[config.mk]
export PLATFORM = sky130hd
export DESIGN_NAME = mii_rx_deframer
export DESIGN_NICKNAME = d
export VERILOG_FILES = /design/src/rtl/mii_rx_deframer.sv
export SDC_FILE = /design/constraint.sdc
export NUM_CORES = 1
export LEC_CHECK = 0
export CORE_ASPECT_RATIO = 0.7
export CORE_MARGIN = 2
export CORE_UTILIZATION = 25
export CTS_BUF_LIST = sky130_fd_sc_hd__clkbuf_4 sky130_fd_sc_hd__clkbuf_8 sky130_fd_sc_hd__clkbuf_16
export CTS_CLUSTER_SIZE = 14
export DETAILED_ROUTE_END_ITERATION = 16
export HOLD_SLACK_MARGIN = 0.15
export PLACE_DENSITY = 0.46
export SYNTH_ARGS = -nofsm -noshare
export SYNTH_HDL_FRONTEND = slang
export SYNTH_SLANG_ARGS = --single-unit
[constraint.sdc]
create_clock -name clk -period 4.9 [get_ports clk]
set_clock_uncertainty 0.15 [all_clocks]
set_input_delay 0.735 -clock clk [delete_from_list [all_inputs] [get_ports clk]]
set_output_delay 0.735 -clock clk [all_outputs]
set_load 0.02 [all_outputs]
[src/rtl/mii_rx_deframer.sv]
// MII receive deframer: strips preamble/SFD from an MII nibble stream and
// emits assembled frame bytes with first/last markers and error status.
// A one-byte holding register lets the final byte be tagged byte_last when
// the frame ends.
// Optional FCS check is compiled in when MII_RX_DEFRAMER_FCS_EN is defined;
// otherwise fcs_err is tied to 0 and no CRC logic exists.
module mii_rx_deframer (
    input  logic       clk,
    input  logic       rst_n,
    input  logic       ce,
    input  logic       valid,
    input  logic [3:0] data,
    input  logic       err,
    output logic [7:0] byte_data,
    output logic       byte_valid,
    output logic       byte_first,
    output logic       byte_last,
    output logic       frame_err,
    output logic       fcs_err
);

    localparam logic [1:0] S_IDLE     = 2'd0;
    localparam logic [1:0] S_PREAMBLE = 2'd1;
    localparam logic [1:0] S_DATA     = 2'd2;
    localparam logic [1:0] S_DROP     = 2'd3;

    logic [1:0] state;
    logic       nib_hi;         // next DATA nibble is the high half of a byte
    logic [3:0] low_nib;
    logic [7:0] hold_byte;
    logic       hold_full;
    logic       first_pending;  // nothing emitted yet in this frame
    logic       err_seen;
    logic [7:0] new_byte;
    logic       enter_data;
    logic       emit;
    logic       emit_last;

    assign new_byte   = {data, low_nib};
    assign enter_data = ce && (state == S_PREAMBLE) && valid && !err && (data == 4'hD);

    // Decide whether this ce edge releases the held byte, and whether it ends the frame
    always_comb begin
        emit      = 1'b0;
        emit_last = 1'b0;
        if (ce && (state == S_DATA)) begin
            if (valid) begin
                emit = nib_hi && hold_full;
            end else if (hold_full) begin
                emit      = 1'b1;
                emit_last = 1'b1;
            end
        end
    end

    // Frame state machine, nibble assembly and holding register
    always_ff @(posedge clk or negedge rst_n) begin
        if (!rst_n) begin
            state         <= S_IDLE;
            nib_hi        <= 1'b0;
            low_nib       <= 4'h0;
            hold_byte     <= 8'h00;
            hold_full     <= 1'b0;
            first_pending <= 1'b0;
            err_seen      <= 1'b0;
        end else if (ce) begin
            case (state)
                S_IDLE: begin
                    if (valid) begin
                        state <= (data == 4'h5 && !err) ? S_PREAMBLE : S_DROP;
                    end
                end
                S_PREAMBLE: begin
                    if (!valid) begin
                        state <= S_IDLE;
                    end else if (enter_data) begin
                        state         <= S_DATA;
                        nib_hi        <= 1'b0;
                        hold_full     <= 1'b0;
                        first_pending <= 1'b1;
                        err_seen      <= 1'b0;
                    end else if (err || data != 4'h5) begin
                        state <= S_DROP;
                    end
                end
                S_DATA: begin
                    if (valid) begin
                        err_seen <= err_seen | err;
                        if (!nib_hi) begin
                            low_nib <= data;
                            nib_hi  <= 1'b1;
                        end else begin
                            hold_byte <= new_byte;
                            hold_full <= 1'b1;
                            nib_hi    <= 1'b0;
                            if (hold_full) begin
                                first_pending <= 1'b0;
                            end
                        end
                    end else begin
                        state     <= S_IDLE;
                        hold_full <= 1'b0;
                        nib_hi    <= 1'b0;
                    end
                end
                default: begin
                    if (!valid) begin
                        state <= S_IDLE;
                    end
                end
            endcase
        end
    end

    // Registered byte outputs; flags are only high during an emission pulse
    always_ff @(posedge clk or negedge rst_n) begin
        if (!rst_n) begin
            byte_data  <= 8'h00;
            byte_valid <= 1'b0;
            byte_first <= 1'b0;
            byte_last  <= 1'b0;
            frame_err  <= 1'b0;
        end else begin
            byte_valid <= emit;
            byte_first <= emit && first_pending;
            byte_last  <= emit_last;
            frame_err  <= emit_last && (err_seen || nib_hi);
            if (emit) begin
                byte_data <= hold_byte;
            end
        end
    end

`ifdef MII_RX_DEFRAMER_FCS_EN
    localparam logic [31:0] CRC_RESIDUE = 32'hDEBB20E3;

    logic [31:0] crc_q;

    // Reflected CRC-32 update for one byte, LSB first
    function automatic logic [31:0] crc_byte(input logic [31:0] c, input logic [7:0] d);
        logic [31:0] r;
        r = c;
        for (int i = 0; i < 8; i++) begin
            if (r[0] ^ d[i]) begin
                r = (r >> 1) ^ 32'hEDB88320;
            end else begin
                r = r >> 1;
            end
        end
        return r;
    endfunction

    // Running CRC over every completed DATA byte; good frames leave the magic residue
    always_ff @(posedge clk or negedge rst_n) begin
        if (!rst_n) begin
            crc_q   <= 32'hFFFFFFFF;
            fcs_err <= 1'b0;
        end else begin
            fcs_err <= emit_last && (crc_q != CRC_RESIDUE);
            if (enter_data) begin
                crc_q <= 32'hFFFFFFFF;
            end else if (ce && (state == S_DATA) && valid && nib_hi) begin
                crc_q <= crc_byte(crc_q, new_byte);
            end
        end
    end
`else
    assign fcs_err = 1'b0;
`endif

endmodule
== Word level (Yosys, flattened, before mapping) ==
Index checks and enable logic that the tools add are counted.
Operators by class
  bitwise logic cells: 2
  order comparisons: 0
  equality and inequality tests: 14
  multiply operators: 0
  reductions and logical operators: 21
  add/sub/neg operators: 0
  multiplexer cells: 28
  div/mod/pow operators: 0
  shift operators: 0
Operators with widths (count)
  1-bit 2-to-1 mux: 17
  4-bit AND reduction: 4
  2-bit 2-to-1 mux: 6
  2-bit inequality test, second input constant: 6
  5-bit AND reduction: 2
  1-bit logical AND: 9
  4-bit by 3-bit inequality test with 1-bit output, second input constant: 2
  1-bit case mux with 2 select lines: 4
  7-bit AND reduction: 1
  4-bit by 3-bit equality test with 1-bit output, second input constant: 1
  4-bit equality test, second input constant: 1
  2-bit case mux with 2 select lines: 1
  3-bit by 1-bit inequality test with 1-bit output, second input constant: 1
  3-bit inequality test, second input constant: 1
  2-bit by 1-bit equality test with 1-bit output, second input constant: 1
  2-bit equality test, second input constant: 1
  2-bit logical NOT: 1
  1-bit logical OR: 2
  2-bit nonzero test: 1
  1-bit logical NOT: 1
  1-bit inverter: 1
  1-bit bitwise OR: 1
Storage, ports and cells
  bits in read-only memories: 0
  output and inout bits: 13
  bits in latches: 0
  memories kept: 0
  RAM bits: 0
  bits of input ports: 9
  register bits: 30

== Depth between registers and ports, before layout ==
Gate-level depths: netlist of run 1.
  depth after elaboration: 8
  mapped depth: 4

== Worst setup path after synthesis of run 1 ==
No wires, ideal clock.
  path type: input-to-reg
  start point: input valid
  end point: register hold_byte[0]
  path slack: 3.020 ns
  data required time: 4.625 ns
  cell stages on the path: 4
  arrival time: 1.605 ns
  cells stage by stage: buf_4 > and4b_2 > nand2_2 > mux2_2
Between the ends
  longest elaborated chain between the ends: 1
RTL lines
  from (decl): RTL line 11  | input logic valid,
  4-bit AND reduction (no source line)
  to (signal assigned): RTL line 93  | hold_byte <= new_byte;
  to (decl): RTL line 30  | logic [7:0] hold_byte;
Every way passes these cells.
A chain may end at the register's enable or synchronous reset.

== Worst setup path after layout of run 1 ==
  start point: input ce
  end point: register byte_data[4]
Between the ends
  longest elaborated chain between the ends: 2
RTL lines
  from (decl): RTL line 10  | input logic ce,
  1-bit logical AND: RTL line 46  | if (ce && (state == S_DATA)) begin
  1-bit 2-to-1 mux: RTL line 46
  named net emit: RTL line 36  | logic emit;
  to (signal assigned): RTL line 129  | byte_data <= hold_byte;
  to (decl): RTL line 14  | output logic [7:0] byte_data,
The timed path passes the listed nets, and every way through them passes these cells.

==> results of run 1 <==
[cells in the mapped netlist]
| library cell | count |
|---|---|
| a22oi_1 | 1 |
| inv_1 | 3 |
| a22o_2 | 1 |
| dfrtp_1 | 30 |
| nor3_4 | 1 |
| a21oi_4 | 1 |
| o21a_1 | 1 |
| nand2_1 | 2 |
| and4b_2 | 2 |
| conb_1 | 1 |
| buf_6 | 1 |
| nand2b_1 | 1 |
| nand4bb_1 | 1 |
| a211o_1 | 1 |
| nor2_1 | 2 |
| o31a_2 | 1 |
| nand4b_4 | 1 |
| o22ai_1 | 1 |
| nor3_1 | 1 |
| o21ai_0 | 3 |
| or2b_1 | 1 |
| buf_4 | 4 |
| o31ai_1 | 1 |
| a21oi_1 | 2 |
| buf_2 | 1 |
| and2_2 | 1 |
| a41oi_1 | 1 |
| mux2_1 | 1 |
| nand3_1 | 1 |
| mux2_2 | 19 |
| nand3b_1 | 1 |
| o311a_1 | 1 |
| nand2_2 | 1 |
[sequential cells by signal (all words and copies together), names as in the netlist]
register and count:
byte_data 8, hold_byte 8, low_nib 4, state 2
byte_first 1, byte_last 1, byte_valid 1, err_seen 1
first_pending 1, frame_err 1, hold_full 1, nib_hi 1
[metrics by stage]
stage,hold WS [ns],area [um^2],util,instances
final,0.342,1630,0.336,183
after CTS,0.348,1630,0.336,183
after global placement,0.323,1540,0.316,175
after floorplan,0.289,1290,-,91
after detailed placement,0.329,1540,0.316,175
after global routing,0.360,1630,0.336,183
[layout make-up]
type                       instances  area (um^2)
fill                             469         3230
sequential                        30          751
multi-input combinational         52          480
timing repair buffer              21          208
clock buffer                       7         90.1
tap                               69         86.3
inverter                           3         11.3
clock inverter                     1         5.00
[cells by family (layout without fill, tap and decap cells)]
family | after synthesis | in the layout | share of synthesized area
other | 1 | 1 | 0.00291
buffers and inverters | 9 | 32 | 0.0447
muxes | 20 | 20 | 0.175
DFF | 30 | 30 | 0.583
AOI/OAI and AO/OA | 15 | 15 | 0.0913
and+or+nand+nor | 16 | 16 | 0.104
[metal layers]
layer / track usage / part of all wire / up-vias
li1: - / - / 369
met1: 0.117 / 0.49 / 388
met2: 0.142 / 0.44 / 25
met3: 0.0366 / 0.058 / 4
met4: 0.0519 / 0.014 / 0
met5: 0 / 0 / -
[final timing paths]
path / start / end / slack [ns] / depth (start not counted)
setup / recovery: ce / byte_data[4]$_DFFE_PN0P_ / 2.63 / 4
hold / removal: low_nib[2]$_DFFE_PN0P_ / hold_byte[2]$_DFFE_PN0P_ / 0.34 / 1
setup reg to reg: state[0]$_DFFE_PN0P_ / byte_data[4]$_DFFE_PN0P_ / 3.18 / 3
hold reg to reg: low_nib[2]$_DFFE_PN0P_ / hold_byte[2]$_DFFE_PN0P_ / 0.34 / 1
max in group asynchronous: rst_n / hold_byte[1]$_DFFE_PN0P_ / 3.63 / 2
min in group asynchronous: rst_n / frame_err$_DFF_PN0_ / 0.69 / 2
[power by group through the flow]
stage	Clock [mW]	Combinational (mW)	Sequential, mW
after floorplan	0	0.140	0.419
after global placement	0	0.245	0.408
after detailed placement	0	0.247	0.410
after CTS	0.215	0.250	0.407
after global routing	0.226	0.265	0.421
final	0.206	0.246	0.404
[critical path: cells and delay by family]
| family | cells | cell delay, ns |
|---|---|---|
| AO/OA/AOI/OAI | 1 | 0.34 |
| AND/OR/NAND/NOR | 1 | 0.15 |
| buffers and inverters | 1 | 0.67 |
| multiplexers | 1 | 0.38 |
==> results.md, run 1 <==
- Final wirelength: 2380 um
- Core Region: approximately 4900 um^2
- Setup Viol. Count Final: 0
- Crit. End Element: flop
- CTS Sinks: 30
- Pwr Density: about 520 nW/um^2
- Starting Density: 0.265
- DR iter-0 viols: 55
- Clock share of power: 0.241
- Synth Instances: 91
- Cell taking the most area after synthesis: dfrtp_1
- CP Class: in2reg
- RSZ-0062 raised after global routing: false
- Synth Register Bits: 30
- Antenna violations before repair: 0
- Net Sw Frac: 0.298
- Area growth, synth to finish: 26.6%
- Hold Vio Cnt, Final: 0
- CTS tree: done
- Vias/cell: ~4.3
- Fin Setup TNS: 0 ns
- I/O pin count: 22
- Netlist cell types: 33
- Max incr delay on CP: 0.67 ns
- Comb power frac: 0.287
- Most frequent cells in the layout: dfrtp_1, clkdlybuf4s50_1, mux2_2
- Required @ worst endpoint: 4.91 ns
- Port Buf Inserts: 20
- Tcrit/Tclk final: 0.464
- Root buf cell: clkbuf_8
- Final Wtd Congestion: between 0.7 and 0.8
- Commonest non-fill, non-tap cell in the layout: dfrtp_1
- Worst-Skew Late Latency: 0.28 ns
- Clk pin slew, worst setup/hold paths: 0.06 ns
- DRC: 0
- Drt first pass iters: 4
- Syn_nets: 100
- Syn_area_per_cell: around 14 um^2
- Register area share after synthesis: 0.583
- Setup WS post-layout: 2.63 ns
- DR WL/cell: 13.0 um
- Pint: between 0.6 and 0.7 mW
- Global-route wire length before repair: about 4100 um
- Max cap viols: 0
- Max VDD drop: 0.000213 V
- Slew Limit Fails: 0
- Total grt overflow: 0
- DP Worst Slack: between 2 and 2.5 ns
- Tot Pwr: roughly 0.86 mW
- Worst-path fanout max: 10
- Largest net degree at the start of global routing: 31
- CTS resizes: 0
- Via Count: about 790
- Sw Pwr: roughly 0.26 mW
- HP Class: reg2reg
- Number of antenna diodes: 0
- CTS H-tree depth: 2
- Flop pwr share: 0.472
- Clk buf depth: 2
- WP data arrival: around 2.3 ns
- DRT antenna net count: 0
- CP Cell Sequence: clkdlybuf4s50_1 > nand4b_4 > a21oi_4 > mux2_2
- Nets: around 120
- Leak: ~0.7 nW
- Dpl hpwl: between 1500 and 2000 um
- Vias in the first global route: 822
- Die area: 5750 um^2
- FP Rows: 21
- Highest clock rate: around 440 MHz
- Hold-fix buffers, CTS: 0
- Synth Cell Area: between 1000 and 1500 um^2
- Die Width: 89.8 um
- Ys Warns: 0
- Slowest cell on the critical path: clkdlybuf4s50_1
- Share of the synthesized area in the top cell type: 0.583
- Die Height: approximately 64 um
- Crit start category: input port
- Post-CTS Setup Bufs: 0
- Num CTS Buffers: 5
- Main area contributors after synthesis: dfrtp_1, mux2_2, buf_4, nand4b_4, and4b_2
- GRT Util Overall: 0.0943
- Proportion of layout cells with a drive suffix above 1: 0.325
- Min cycle time layout: ~2.3 ns
- Outcome: completed
(Power assumes the default switching activity.)
==> run 2, diff against run 1 <==
==> constraint.sdc (replaced) <==
create_clock -name clk -period 2.15 [get_ports clk]
set_clock_uncertainty 0.15 [all_clocks]
set_input_delay 0.3225 -clock clk [delete_from_list [all_inputs] [get_ports clk]]
set_output_delay 0.3225 -clock clk [all_outputs]
set_load 0.02 [all_outputs]
==> results.md, run 2 (synthesis results as in run 1) <==
- Leak: 0.715 nW (+1.0%)
- Fill cells: 482 (+2.8%)
- Final Wtd Congestion: 0.830 (+4.6%)
- GRT Util Overall: 0.0887 (-0.00565)
- CP Class: in2reg
- Clk pin slew, worst setup/hold paths: 0.06 ns (about the same)
- Core Region: 4860 um^2 (unchanged)
- Die Width: 89.8 um (unchanged)
- DR WL/cell: 13.0 um (about the same)
- Tcrit/Tclk final: 0.823
- Die area: 5750 um^2 (unchanged)
- CTS Sinks: 30 (unchanged)
- CTS tree: done
- Setup WS post-layout: 0.381 ns (-2.25 ns)
- WHS: 0.289 ns (-0.0523 ns)
- Outcome: completed
- Port Buf Inserts: 20 (unchanged)
- Drt first pass iters: 4 (unchanged)
- Met2 Resource Use GR: 0.124 (-0.0180)
- Area growth, synth to finish: 27.5%
- CTS H-tree depth: 2 (unchanged)
- DRT antenna net count: 0 (unchanged)
- CTS resizes: 0 (unchanged)
- Vias/cell: 4.35 (+1.3%)
- Vias in the first global route: 826 (+0.49%)
- Met1 Track Usage GR: 0.117 (about the same)
- DRC: 0 (unchanged)
- I/O pin count: 22 (unchanged)
- FP Rows: 21 (unchanged)
- Die Height: 64.1 um (unchanged)
- Root buf cell: clkbuf_8
- Total grt overflow: 0 (unchanged)
- Num CTS Buffers: 5 (unchanged)
- Layout Cells excl Fill: 185 (+1.1%)
- Clk buf depth: 2 (unchanged)
- Antenna violations before repair: 0 (unchanged)
- Starting Density: 0.265 (unchanged)
- Dpl hpwl: 1720 um (+0.75%)
- Hold Vio Cnt, Final: 0 (unchanged)
- Final wirelength: 2410 um (+1.1%)
- Hold-fix buffers, CTS: 0 (unchanged)
- Worst-path fanout max: 10 (unchanged)
- Post-CTS Setup Bufs: 0 (unchanged)
- Number of antenna diodes: 0 (unchanged)
- Highest clock rate: ~570 MHz
- Min cycle time layout: roughly 1.8 ns
- Crit start category: input port
- Via Count: 805 (+2.4%)
- Worst-Skew Late Latency: 0.27 ns (about the same)
- Most frequent cells in the layout: dfrtp_1, clkdlybuf4s50_1, mux2_2
- RSZ-0062 raised after global routing: false
- Nets: 125 (+2.5%)
- Most used routing layer: met2
- Setup Viol. Count Final: 0 (unchanged)
- Biggest regs: byte_data x8, hold_byte x8, low_nib x4
- DP Worst Slack: 0.0758 ns (-2.21 ns)
- Slew Limit Fails: 0 (unchanged)
- Max cap viols: 0 (unchanged)
- Fin Setup TNS: 0 ns (unchanged)
- Proportion of layout cells with a drive suffix above 1: 0.336 (+0.0116)
- WP data arrival: 1.77 ns (-0.51 ns)
- Commonest non-fill, non-tap cell in the layout: dfrtp_1
- Max VDD drop: 0.000459 V (+120%)
- Crit. End Element: flop
- Placed instance count: 178 (+1.7%)
- Required @ worst endpoint: 2.15 ns (-2.76 ns)
- DR iter-0 viols: 46 (-16%)
- Global-route wire length before repair: 3970 um (-2.6%)
- Largest net degree at the start of global routing: 31 (unchanged)
- Met3 Use GR: 0.0413 (+0.00472)
- Pwr Density: 1170 nW/um^2 (+120%)
- HP Class: in2async
[run 2: cell types whose count changed in the layout (fill, tap and decap cells not counted), sizes merged]
cell	change
clkinv	-1
buf	+3
[run 2: cell type report]
class	instances	area, um^2	share of cell area
clock buffers	7	83.8	0.0510
well taps	69	86.3	0.0526
multi-input cells	52	480	0.292
repair buffers	24	230	0.140
flip-flops and latches	30	751	0.457
inverters	3	11.3	0.00685
[run 2: path summary, 6_finish.rpt]
kind | cells after the start | endpoint | from | slack (ns)
worst max register to register | 3 | byte_data[4]$_DFFE_PN0P_ | state[0]$_DFFE_PN0P_ | 0.40
worst min register to register | 1 | hold_byte[2]$_DFFE_PN0P_ | hold_byte[2]$_DFFE_PN0P_ | 0.34
min in group clk | 1 | hold_byte[2]$_DFFE_PN0P_ | hold_byte[2]$_DFFE_PN0P_ | 0.34
worst min-delay path | 2 | state[0]$_DFFE_PN0P_ | rst_n | 0.29
worst max-delay path | 4 | byte_data[4]$_DFFE_PN0P_ | ce | 0.38
max in group asynchronous | 2 | byte_data[1]$_DFFE_PN0P_ | rst_n | 1.28
[run 2: report_power, final]
group / total, mW / switching [mW] / leakage, nW / internal, mW
clock: 0.441 / 0.193 / 0.0452 / 0.248
sequential: 0.918 / 0.143 / 0.381 / 0.775
combinational: 0.563 / 0.235 / 0.289 / 0.328
total: 1.92 / 0.572 / 0.715 / 1.35
[run 2: worst max-delay path: stages]
cell and delay, ns:
clkdlybuf4s50_1 0.58, nand4b_4 0.14, a21oi_4 0.34, mux2_2 0.39
[run 2: metal layers]
layer	routed length, um	part of all wire
met5	0	0
met4	12	0.0050
met3	134	0.056
met2	995	0.41
met1	1260	0.53
[run 2: per-stage QoR]
step / utilization / power [mW] / cell area [um^2]
CTS: 0.338 / 1.95 / 1640
detailed placement: 0.321 / 1.50 / 1560
global placement: 0.321 / 1.49 / 1560
floorplan: - / 1.27 / 1290
global route: 0.338 / 2.03 / 1640
finish: 0.338 / 1.92 / 1640
